<file path="src/rtl/mul_pkg.sv">
// rtl/mul_pkg.sv - shared state type and sizing for the shift-add multiply sequencer
package mul_pkg;

    localparam int MUL_WIDTH = 32;

    function automatic int cnt_w(input int w);
        return (w > 2) ? $clog2(w) : 1;
    endfunction

    localparam int MUL_CNT_W = cnt_w(MUL_WIDTH);

    typedef enum logic [1:0] {
        IDLE = 2'd0,
        RUN  = 2'd1,
        DONE = 2'd2
    } mul_state_t;

endpackage

</file>
<file path="src/rtl/mul_step.sv">
// rtl/mul_step.sv - one combinational radix-2 shift-add iteration
module mul_step #(
    parameter int WIDTH = 32
) (
    input  logic [WIDTH-1:0] acc,
    input  logic [WIDTH-1:0] mcand,
    input  logic [WIDTH-1:0] mplr,
    output logic [WIDTH-1:0] next_acc,
    output logic [WIDTH-1:0] next_mcand,
    output logic [WIDTH-1:0] next_mplr,
    output logic             mplr_zero
);

    // Carry out of the add is dropped: only the low WIDTH product bits matter.
    assign next_acc   = mplr[0] ? (acc + mcand) : acc;
    assign next_mcand = {mcand[WIDTH-2:0], 1'b0};
    assign next_mplr  = {1'b0, mplr[WIDTH-1:1]};
    assign mplr_zero  = (next_mplr == '0);

endmodule

</file>
<file path="src/rtl/mul_seq.sv">
// rtl/mul_seq.sv - iterative MUL/MULS sequencer with N/Z flags; MUL_EARLY_TERM_EN stops once the multiplier is exhausted
module mul_seq
    import mul_pkg::*;
#(
    parameter int WIDTH = MUL_WIDTH
) (
    input  logic             clk,
    input  logic             reset,
    input  logic             start,
    input  logic             set_flags,
    input  logic [WIDTH-1:0] a,
    input  logic [WIDTH-1:0] b,
    output logic             busy,
    output logic             done,
    output logic [WIDTH-1:0] result,
    output logic [1:0]       flag_nz,
    output logic             flag_we
);

    localparam int             CW       = cnt_w(WIDTH);
    localparam logic [CW-1:0]  LAST_CNT = CW'(WIDTH - 1);

    mul_state_t       state_q, state_d;
    logic [WIDTH-1:0] acc_q, mcand_q, mplr_q, result_q;
    logic [CW-1:0]    cnt_q;
    logic             sf_q;

    logic [WIDTH-1:0] next_acc, next_mcand, next_mplr;
    logic             mplr_zero;
    logic             load, last_iter;

    mul_step #(.WIDTH(WIDTH)) u_step (
        .acc        (acc_q),
        .mcand      (mcand_q),
        .mplr       (mplr_q),
        .next_acc   (next_acc),
        .next_mcand (next_mcand),
        .next_mplr  (next_mplr),
        .mplr_zero  (mplr_zero)
    );

`ifdef MUL_EARLY_TERM_EN
    assign last_iter = (cnt_q == LAST_CNT) || mplr_zero;
`else
    logic unused_mplr_zero;
    assign unused_mplr_zero = mplr_zero;
    assign last_iter        = (cnt_q == LAST_CNT);
`endif

    always_comb begin
        state_d = state_q;
        load    = 1'b0;
        case (state_q)
            IDLE: begin
                if (start) begin
                    load    = 1'b1;
                    state_d = RUN;
                end
            end
            RUN: begin
                if (last_iter) state_d = DONE;
            end
            DONE: begin
                load    = start;
                state_d = start ? RUN : IDLE;
            end
            default: state_d = IDLE;
        endcase
    end

    always_ff @(posedge clk or negedge reset) begin
        if (!reset) begin
            state_q  <= IDLE;
            acc_q    <= '0;
            mcand_q  <= '0;
            mplr_q   <= '0;
            cnt_q    <= '0;
            sf_q     <= 1'b0;
            result_q <= '0;
        end else begin
            state_q <= state_d;
            if (load) begin
                acc_q   <= '0;
                mcand_q <= a;
                mplr_q  <= b;
                cnt_q   <= '0;
                sf_q    <= set_flags;
            end else if (state_q == RUN) begin
                acc_q   <= next_acc;
                mcand_q <= next_mcand;
                mplr_q  <= next_mplr;
                cnt_q   <= cnt_q + 1'b1;
            end
            // Result only moves on the final iteration so it holds through IDLE.
            if (state_q == RUN && last_iter) result_q <= next_acc;
        end
    end

    assign busy    = (state_q == RUN);
    assign done    = (state_q == DONE);
    assign result  = result_q;
    assign flag_nz = {result_q[WIDTH-1], (result_q == '0)};
    assign flag_we = done & sf_q;

endmodule

</file>
<file path="config.mk">
export PLATFORM = sky130hd
export DESIGN_NAME = mul_seq
export DESIGN_NICKNAME = d
export VERILOG_FILES = /design/src/rtl/mul_pkg.sv /design/src/rtl/mul_step.sv /design/src/rtl/mul_seq.sv
export SDC_FILE = /design/constraint.sdc
export NUM_CORES = 1
export LEC_CHECK = 0
export CAP_MARGIN = 20
export CORE_UTILIZATION = 35
export DETAILED_ROUTE_END_ITERATION = 8
export GPL_ROUTABILITY_DRIVEN = 0
export SLEW_MARGIN = 20
export SYNTH_ARGS = -nofsm -noshare
export SYNTH_HDL_FRONTEND = slang
export SYNTH_SLANG_ARGS = --single-unit
</file>
<file path="constraint.sdc">
create_clock -name clk -period 3.2 [get_ports clk]
set_clock_uncertainty 0.05 [all_clocks]
set_input_delay 0.48 -clock clk [delete_from_list [all_inputs] [get_ports clk]]
set_output_delay 0.48 -clock clk [all_outputs]
set_load 0.02 [all_outputs]
</file>
==> results.yml <==
run_status:
  outcome: "complete, no violations"
sta:
  tns_ns: 0
  fin_crit_ns: 2.949
  final_hold_viol_count: 0
  hold_slack_ns: 0.02666
  fmax_ghz: 0.3391
  finalCritPeriodShare: 0.9216
  worst_slew_pin_slew_ns: 1.044
  relSlewSlack: 0.3043
  rsz0062_at_grt: "no"
  setup_violations: 0
  layout_setup_ws_ns: 0.2509
  slew_viol_final: 0
power:
  p_int_w: 0.005965
  peakVddDrop_uv: 577.6
  power.share.clock: 0.177
  pwr-share-seq: 0.299
  p_per_area_mw_per_mm2: 1134
  p_switching_w: 0.004591
  combPwrFrac: 0.524
  p_leak_nw: 4.286
  sw_frac_of_total: 0.4349
setup_path:
  rr_endpoint: "result[30]$_DFFE_PN0P_"
  critPathMaxFanout: 3
  critical_path_arrival_ns: 3.21
  cp-end-kind: "flop"
  r2r_cells: 11
  reg2reg_from: "acc_q[0]$_DFFE_PN0P_"
  crit_buf_inv: 0
  path_depth: 11
  required_ns: 3.46
  cp-start-kind: "flop"
  crit_top_cell: "a21o_1"
  cpPeakStageDelay_ns: 0.39
  path_cells: "ha_1 > fa_2 > a21o_1 > a221oi_4 > nor3_1 > o311a_1 > o21ai_1 > a32oi_1 > xnor2_1 > a21oi_1 > a21o_1"
  crit_type: "reg2reg"
  cp_top_family: "compound AO/OA/AOI/OAI gates"
  reg2reg_slack_ns: 0.25
  crit_slowest_cell: "dfrtp_1"
detailed_routing:
  highest_layer: "met4"
  wl_per_cell_microns: 16.73
  wl_met1_microns: 9918
  vias: 6169
  drt_first_pass_iters: 5
  dr_wl_met2_microns: 8399
  drc: 0
  antenna_left: 0
  drt_iter0_drc: 425
  via_per_inst: 5.268
  routed_wl_microns: 19590
  wl_met3_microns: 973
synth:
  yosysWarnings: 0
  synthSimpleGateAreaFrac: 0.1742
  synth_top_family_by_area: "compound AO/OA/AOI/OAI gates"
  seq_area_frac_synth: 0.4618
  ys_async_sr_fraction: 1.000
  yosys.area_share.adder: 0.05874
  synth-edff-count: 0
  syn_area_sq_mm: 0.007370
  synth_xor_area_frac: 0.03447
  synth_nets: 901
  avgSynthCellArea_sq_um: 9.223
  synth.area.mux_share: 0.02581
  synth_compound_area_frac: 0.2122
  ys_ff_latch: 136
  synth_ff_type: "dfrtp_1"
  syn_inst: 799
  yosysUniqueCellTypes: 62
global_route:
  antenna_found_initial: 0
  first_global_vias: 6148
  grt_overflow: 0
  grt_max_degree: 72
  grt_use_total: 0.1941
  grt_pass1_wl_microns: 32970
finish:
  finalNonFillerCells: 1171
  design_area_sq_mm: 0.009313
  syn_to_final_growth_pct: 26.37
  nets: 990
  layout_common_cells: "186 x nand2_1, 135 x dfrtp_1, 103 x clkdlybuf4s50_1"
  layout-drive-gt1-share: 0.08546
  diodes: 0
  layout_commonest_cell: "nand2_1"
floorplan:
  core_sq_mm: 0.02043
  die_x_microns: 147.1
  die_h_microns: 147.1
  initial_core_util: 0.3607
  die-area_sq_mm: 0.02164
  num_io_pins: 105
  rows: 52
cts:
  clockRootBuffer: "clkbuf_16"
  clockBufferDepth: 2
  clock-sinks: 136
  clk_pin_slew_ns: 0.06
  clk_latency_ns: 0.42
  h-tree-depth: 4
  postCtsSetupBuffers: 0
  cts_tree: "yes"
  numCtsBuffers: 17
placed_design:
  placed_area_sq_mm: 0.008731
  dp_hpwl_microns: 13790
  post-place-cells: 1139
  io_buffers: 104
  pre_cts_slack_ns: 0.1589
min_path:
  hold_path_class: "in2async"
run:
  cap_violations: 0
==> sequential cells by signal, indices dropped and copies added (netlist names) <==
name and count:
cnt_q 5, acc_q 32, state_q 2, mplr_q 32, sf_q 1, result 32
mcand_q 32
==> power groups by stage <==
stage	clock network [W]	registers [W]	logic [W]
global route	0.00199	0.00327	0.00620
CTS	0.00191	0.00316	0.00553
detailed placement	0	0.00318	0.00551
finish	0.00187	0.00315	0.00553
global placement	0	0.00316	0.00544
floorplan	0	0.00316	0.00378
==> kinds of logic after synthesis <==
family	after synthesis
AOI/OAI and AO/OA	229
xor gates and xnor gates	29
adders and majority gates	34
buffers and inverters	63
DFF	136
muxes	19
and+or+nand+nor	289
==> Yosys cell counts (all sizes together) (3+ instances only) <==
master    n  area (sq um)
nand2   186         698.2
dfrtp   136          3403
a22oi    61         457.9
o21ai    59         295.3
a21oi    41         209.0
clkbuf   40         151.4
ha       33         412.9
nand3    27         140.1
mux2i    19         190.2
nor2     19         71.32
and3     18         113.9
xnor2    18         157.7
a21o     14         107.6
inv      12         45.04
a31o     11         96.34
xor2     11         96.34
buf      10         41.29
nor4      9         56.30
nor3      6         30.03
o211ai    5         51.30
a22o      4         35.03
and2      4         25.02
nand2b    4         25.02
nand4     4         25.02
nor2b     4         25.02
or3       4         25.02
a211oi    3         22.52
a31oi     3         18.77
o21bai    3         22.52
==> metal layers <==
metal	global-route usage	up-vias
met1	0.2838	2921
met4	0.06186	0
met2	0.2873	167
met3	0.03789	23
li1	-	3058
met5	0	-
==> final cells by class <==
type / instances / area [sq um]
clock inverters: 12 / 101.3
well taps: 270 / 337.8
fillers: 1975 / 11120
inverters: 13 / 48.80
repair buffers: 120 / 1200
clock buffers: 20 / 466.7
flip-flops and latches: 136 / 3405
multi-input cells: 600 / 3754
==> per-stage QoR <==
stage | total power (W) | util
floorplan | 0.006932 | -
global placement | 0.008601 | 0.4274
detailed placement | 0.008691 | 0.4274
CTS | 0.01059 | 0.4552
global route | 0.01146 | 0.4558
finish | 0.01056 | 0.4558
==> timing repair <==
action / 4_1_cts / 5_1_grt
hold buffers: 0 / 0
resized for setup: 0 / 2
setup endpoints to repair: 0 / 5
endpoints found under the hold margin: 0 / 0
==> worst max-delay path by stage <==
stage / end / slack [ns] / from
floorplan: result[26]$_DFFE_PN0P_ / 0.37 / acc_q[0]$_DFFE_PN0P_
global placement: result[30]$_DFFE_PN0P_ / 0.17 / acc_q[0]$_DFFE_PN0P_
detailed placement: result[30]$_DFFE_PN0P_ / 0.16 / acc_q[0]$_DFFE_PN0P_
CTS: result[30]$_DFFE_PN0P_ / 0.13 / acc_q[0]$_DFFE_PN0P_
global route: result[31]$_DFFE_PN0P_ / 0.03 / mcand_q[13]$_DFFE_PN0P_
finish: result[30]$_DFFE_PN0P_ / 0.25 / acc_q[0]$_DFFE_PN0P_
No activity file was read; power rests on OpenSTA's default activity.
